**src/rtl/segment_display_mux.sv**
```systemverilog
// Two-digit multiplexed seven-segment driver.
// Latches a tens/units BCD pair on a load strobe. It then alternates the two
// held digits onto a shared segment bus, with a digit-select line. It also
// supports leading-zero blanking, full blanking and a dash glyph for non-BCD
// values.
module segment_display_mux #(
  parameter int REFRESH_DIV = 16
) (
  input  logic       clk,
  input  logic       reset_n,
  input  logic       load,
  input  logic [3:0] ten_count,
  input  logic [3:0] unit_count,
  input  logic       blank_leading,
  input  logic       blank,
  output logic [6:0] segments,
  output logic       digit
);

  localparam int            CW   = $clog2(REFRESH_DIV);
  localparam logic [CW-1:0] LAST = CW'(REFRESH_DIV - 1);

  // Encoding is {g,f,e,d,c,b,a}. Values above 9 display a lone middle bar.
  function automatic logic [6:0] glyph(input logic [3:0] value);
    case (value)
      4'd0:    glyph = 7'h3F;
      4'd1:    glyph = 7'h06;
      4'd2:    glyph = 7'h5B;
      4'd3:    glyph = 7'h4F;
      4'd4:    glyph = 7'h66;
      4'd5:    glyph = 7'h6D;
      4'd6:    glyph = 7'h7D;
      4'd7:    glyph = 7'h07;
      4'd8:    glyph = 7'h7F;
      4'd9:    glyph = 7'h6F;
      default: glyph = 7'h40;
    endcase
  endfunction

  logic [CW-1:0] refresh_cnt;
  logic [3:0]    tens_hold;
  logic [3:0]    units_hold;
  logic          wrap;
  logic          digit_next;
  logic [3:0]    sel_val;
  logic [6:0]    seg_next;

  // Derive the next phase, then the glyph for that phase.
  // The glyph is looked up from the current hold values. A load on a phase
  // switch therefore appears one edge later. The glyph always matches the
  // digit select it is registered with.
  always_comb begin
    // NOTE: every signal gets a value on every path before any override, so
    // no latch is inferred.
    wrap       = (refresh_cnt == LAST);
    digit_next = digit ^ wrap;
    sel_val    = digit_next ? tens_hold : units_hold;
    seg_next   = glyph(sel_val);
    if (blank || (blank_leading && digit_next && (tens_hold == 4'd0))) begin
      seg_next = 7'h00;
    end
  end

  // Free-running refresh timing, registered outputs and the holding registers.
  always_ff @(posedge clk or negedge reset_n) begin
    if (!reset_n) begin
      refresh_cnt <= '0;
      digit       <= 1'b0;
      segments    <= 7'h00;
      tens_hold   <= 4'd0;
      units_hold  <= 4'd0;
    end else begin
      // NOTE: non-blocking assignments, so every register samples pre-edge
      // values. This holds even where one register feeds another's next state.
      refresh_cnt <= wrap ? '0 : refresh_cnt + 1'b1;
      digit       <= digit_next;
      segments    <= seg_next;
      if (load) begin
        tens_hold  <= ten_count;
        units_hold <= unit_count;
      end
    end
  end

endmodule

```
**config.mk**
```make
export PLATFORM = sky130hd
export DESIGN_NAME = segment_display_mux
export DESIGN_NICKNAME = d
export VERILOG_FILES = /design/src/rtl/segment_display_mux.sv
export SDC_FILE = /design/constraint.sdc
export NUM_CORES = 1
export LEC_CHECK = 0
export ABC_AREA = 1
export CAP_MARGIN = 40
export CORE_UTILIZATION = 40
export DETAILED_ROUTE_END_ITERATION = 16
export GPL_ROUTABILITY_DRIVEN = 0
export PLACE_DENSITY = 0.66
export SLEW_MARGIN = 5
export SYNTH_ARGS = -nofsm -noshare
export SYNTH_HDL_FRONTEND = slang
export SYNTH_SLANG_ARGS = --single-unit
```
**constraint.sdc**
```tcl
create_clock -name clk -period 2.7 [get_ports clk]
set_input_delay 0.27 -clock clk [delete_from_list [all_inputs] [get_ports clk]]
set_output_delay 0.27 -clock clk [all_outputs]
set_load 0.02 [all_outputs]
```
Yosys cells after proc, flatten, opt, wreduce, memory -nomap -nowiden
Memories as Yosys holds them, arrays and structs flattened.
Cells that the tools add are included.
- register bits: 20
- bits in latches: 0
- RAM bits: 0
- bits in read-only memories: 112
- logic and storage cells: 16
- memories: 1
- add/subtract/negate cells: 1
- multiply operators: 0
- divide/modulo/power cells: 0
- $lt $le $gt $ge: 0
- equal/unequal tests: 1
- shift-type cells: 0
- mux-type cells: 3
- bitwise operators: 1
- reduce and logical (&&, ||, !) cells: 4
- memory list (name ; words ; bits a word ; read ports ; clocked after memory_dff ; wr ports ; RTL line ; RTL):
    (name not given) ; 16 ; 7 ; 1 ; 0 ; 0 ; 25 ; case (value)
- operator list (cell ; number):
    4-bit 2-to-1 mux ; 2
    7-bit 2-to-1 mux ; 1
    4-bit by 1-bit adder with 4-bit output (second input constant) ; 1
    4-bit equality test (second input constant) ; 1
    4-bit logical NOT ; 1
    1-bit logical AND ; 2
    1-bit logical OR ; 1
    1-bit XOR ; 1

Logic depth before layout (Yosys ltp)
- depth in word-level cells: 6
- gate-level depth with buffers: 13
- depth with buffers taken out: 13

Least setup slack after synthesis
No wires, ideal clock.
- path kind: register to register
- from: register refresh_cnt[0]
- to: register segments[3]
- arrival: 1.712 ns
- required time: 2.631 ns
- slack: 0.920 ns
- stages on the path, launching flop included: 12
- buffers on the path: 0
- cell sequence: dfrtp_1 ha_1 nand3_2 nand2_2 nand2_4 nand2_1 nand2_1 inv_1 ha_1 nor2_2 nor2_1 nor2_2
- longest elaborated chain between the ends: 6
- elaborated cells between the ends (all ways): 8
- those cells by class: 1 x eq/ne; 2 x mux; 1 x bitwise; 3 x reduce/logical; 1 x memory
- RTL lines (what ; RTL line ; RTL):
    from (decl) ; 40 ; logic [CW-1:0] refresh_cnt;
    from (signal assigned) ; 75 ; refresh_cnt <= wrap ? '0 : refresh_cnt + 1'b1;
    4-bit equality test * ; 55 ; wrap = (refresh_cnt == LAST);
    1-bit XOR * ; 56 ; digit_next = digit ^ wrap;
    via digit_next ; 44 ; logic digit_next;
    branches (longest 3 deep; another with memory read 16 x 7 bit) ; n/a ;
    7-bit 2-to-1 mux * ; 59 ; if (blank || (blank_leading && digit_next && (tens_hold == 4'd0))) begin
    via seg_next[3] ; 46 ; logic [6:0] seg_next;
    to (signal assigned) ; 77 ; segments <= seg_next;
    to (decl) ; 16 ; output logic [6:0] segments,
Mark *: on every way through the listed nets, which the timed path passes.
A chain may end at the register's enable or synchronous reset.

Worst setup path in the final report
- from: register refresh_cnt[0]
- to: register segments[3]
- longest elaborated chain between the ends: 6
- elaborated cells between the ends (all ways): 8
- those cells by class: 1 x eq/ne; 2 x mux; 1 x bitwise; 3 x reduce/logical; 1 x memory
- RTL lines (what ; RTL line):
    4-bit equality test * ; 55
    1-bit XOR * ; 56
    branches (longest 3 deep; another with memory read 16 x 7 bit) ; n/a
    7-bit 2-to-1 mux * ; 59
    via seg_next[3] ; 46
Marks and branches as above.

==> impl_metrics.tcl <==
set metrics [dict create \
    path_cells "ha_1, nand3_2, nand2_1, nand2_1, nand2_1, nand2_1, inv_1, ha_1, nor2_2, nor2_1, nor2_2" \
    coreArea_sq_um 2450 \
    placed_area_sq_um 1280 \
    vdd_drop_max_v 0.000285 \
    clock-root-buffer "clkbuf_4" \
    seq_area_frac_synth 0.485 \
    cpLargestDelayFamily "simple AND/OR/NAND/NOR gates" \
    worst_pin_slew_ns 0.493 \
    diodes 0 \
    place_hpwl_um 1480 \
    r2r_end "segments[3]" \
    drc 0 \
    wl_per_cell_um 10.4 \
    synthCells 119 \
    synth_compound_area_frac 0.0339 \
    synthAdderAreaFrac 0.0606 \
    slew_viol_final 0 \
    yosysUniqueCellTypes 18 \
    final_cells 172 \
    setup_violations 0 \
    syn_area_per_cell_sq_um 8.67 \
    crit_path_start_kind "flip-flop" \
    grt.total_usage 0.157 \
    cp_num_cells 11 \
    synth_seq_cells 20 \
    finalPower_mw 0.615 \
    cp_slowest_stage_delay_ns 0.41 \
    initial_core_util 0.420 \
    min_path_type "in -> async" \
    holdBufCountCts 0 \
    postCtsSetupBuffers 0 \
    synth-simple-area-share 0.325 \
    max_slew_margin 0.671 \
    ff2ff_setup_slack_ns 0.74 \
    synth_area_leaders "dfrtp_1 (48%), nand2_1 (9.8%), ha_1 (6.1%)" \
    crit_path_end_kind "flip-flop" \
    netlist_area_sq_um 1030 \
    post_cts_resized 0 \
    layout_worst_path_cycle_share 0.726 \
    core.rowCount 18 \
    grt_pass1_vias 735 \
    pin_count 21 \
    drive_gt1_frac 0.176 \
    worstPathRequired_ns 2.93 \
    cts_tree "built" \
    worstReg2RegStart "refresh_cnt[0]" \
    dieArea_sq_um 2790 \
    die_h_um 52.8 \
    max_freq_mhz 510 \
    worst-path-max-fanout 5 \
    crit_type "reg -> reg" \
    port_buffers 20 \
    status "finished clean" \
    syn_nets 137 \
    synthXorXnorAreaFrac 0.00848 \
    reg2reg_depth 11 \
    cts.htree.levels 1 \
    synth_mux_area_frac 0.0218 \
    numClockSinks 20 \
    grt_max_degree 15 \
    p_leak_nw 0.676 \
    via_count 798 \
    powerDensity_nw_per_um2 471 \
    dp.cells 169 \
    die-width_um 52.8 \
    cts_buffers 3 \
    holdWs_ns 0.295 \
    drt_iter0_drc 5 \
    maxCapViolCount 0 \
    via_per_inst 4.64 \
    clock_path_buffers 2 \
    synth_top_family_by_area "simple AND/OR/NAND/NOR gates" \
    critPathSlowestCell "dfrtp_1" \
    grt.overflow.total 0 \
    clock_latency_ns 0.29 \
    grt_first_pass_wirelength_um 3070 \
    area_delta_synth_final_pct 26.3 \
    grt_antenna_before_repair 0 \
    rsz0062_at_grt "false" \
    synth_top_area_cell "dfrtp_1" \
    period_needed_ns 1.96 \
    arrival_ns 2.19 \
    clock_skew_ns 0.00341 \
    dr.pass1.iters 4 \
    wl_um 1790 \
    netlist.area_leader.share 0.485 \
    fin_tns_setup_ns 0 \
    cts.clk_slew.worst_paths_ns 0.11 \
    worst-path-buf-inv 1 \
    fin_nets 162 \
    fin_area_sq_um 1300 \
    yosys_warnings 0 \
    hold_violations 0 \
    detail-route-antenna-nets 0 \
    critPathMostFrequentCell "nand2_1" \
]
==> where the power goes <==
group | switching (mW) | internal [mW]
clock network | 0.0857 | 0.0519
registers | 0.00797 | 0.322
logic | 0.0800 | 0.0670
==> placed cells by master, fill, tap and decap left out <==
cell,Yosys,final
nand4_2,1,1
inv_2,1,1
dfrtp_1,20,20
inv_1,16,16
nor2_2,6,6
nand3_2,2,2
nand2_2,6,6
nor3_1,1,1
nand2_4,3,3
buf_8,0,1
xor2_1,1,1
nand2_1,27,27
clkdlybuf4s50_1,0,20
o21ai_0,7,7
clkbuf_4,0,3
mux2_2,2,2
nand3_1,8,8
nand4_1,1,1
ha_1,5,5
nor2_1,11,11
==> cells in the mapped netlist <==
library cell	instances
nand2_1	27
dfrtp_1	20
inv_1	16
nor2_1	11
nand3_1	8
o21ai_0	7
nand2_2	6
nor2_2	6
ha_1	5
nand2_4	3
mux2_2	2
nand3_2	2
clkbuf_1	1
inv_2	1
nand4_1	1
nand4_2	1
nor3_1	1
xor2_1	1
==> state kept, by name, summed over array words and instances (netlist names) <==
name / flops
segments: 7
digit: 1
refresh_cnt: 4
tens_hold: 4
units_hold: 4
==> final cells by class <==
cell class | count | area [sq um]
multi-input combinational | 81 | 464
fill | 228 | 1150
sequential | 20 | 500
clock buffer | 3 | 22.5
timing repair buffer | 21 | 215
inverter | 17 | 63.8
tap | 30 | 37.5
==> kinds of logic (layout without fill, tap and decap cells) <==
group / count (synthesis) / count (layout)
muxes: 2 / 2
and+or+nand+nor: 66 / 66
buffers and inverters: 18 / 41
DFF: 20 / 20
AOI/OAI and AO/OA: 7 / 7
xor gates and xnor gates: 1 / 1
adders and majority gates: 5 / 5
==> per-stage QoR <==
stage,worst slack (ns),utilization
floorplan,0.920,-
global placement,0.845,0.516
detailed placement,0.742,0.522
CTS,0.718,0.531
global route,0.560,0.531
finish,0.739,0.531
==> layer usage <==
metal / GRT usage / wire length, um
met1: 0.174 / 775
met2: 0.274 / 916
met5: 0 / 0
met3: 0.0261 / 64
met4: 0.0965 / 36
==> worst max path at each step <==
| stage | from | endpoint | slack, ns |
|---|---|---|---|
| 2_1_floorplan | refresh_cnt[0] | segments[3] | 0.92 |
| 3_3_place_gp | refresh_cnt[0] | segments[5] | 0.84 |
| 3_5_place_dp | refresh_cnt[0] | segments[3] | 0.74 |
| 4_1_cts | refresh_cnt[0] | segments[3] | 0.72 |
| 5_1_grt | refresh_cnt[0] | segments[3] | 0.56 |
| 6_report | refresh_cnt[0] | segments[3] | 0.74 |
Note: power is estimated with default switching activity, not from simulation.
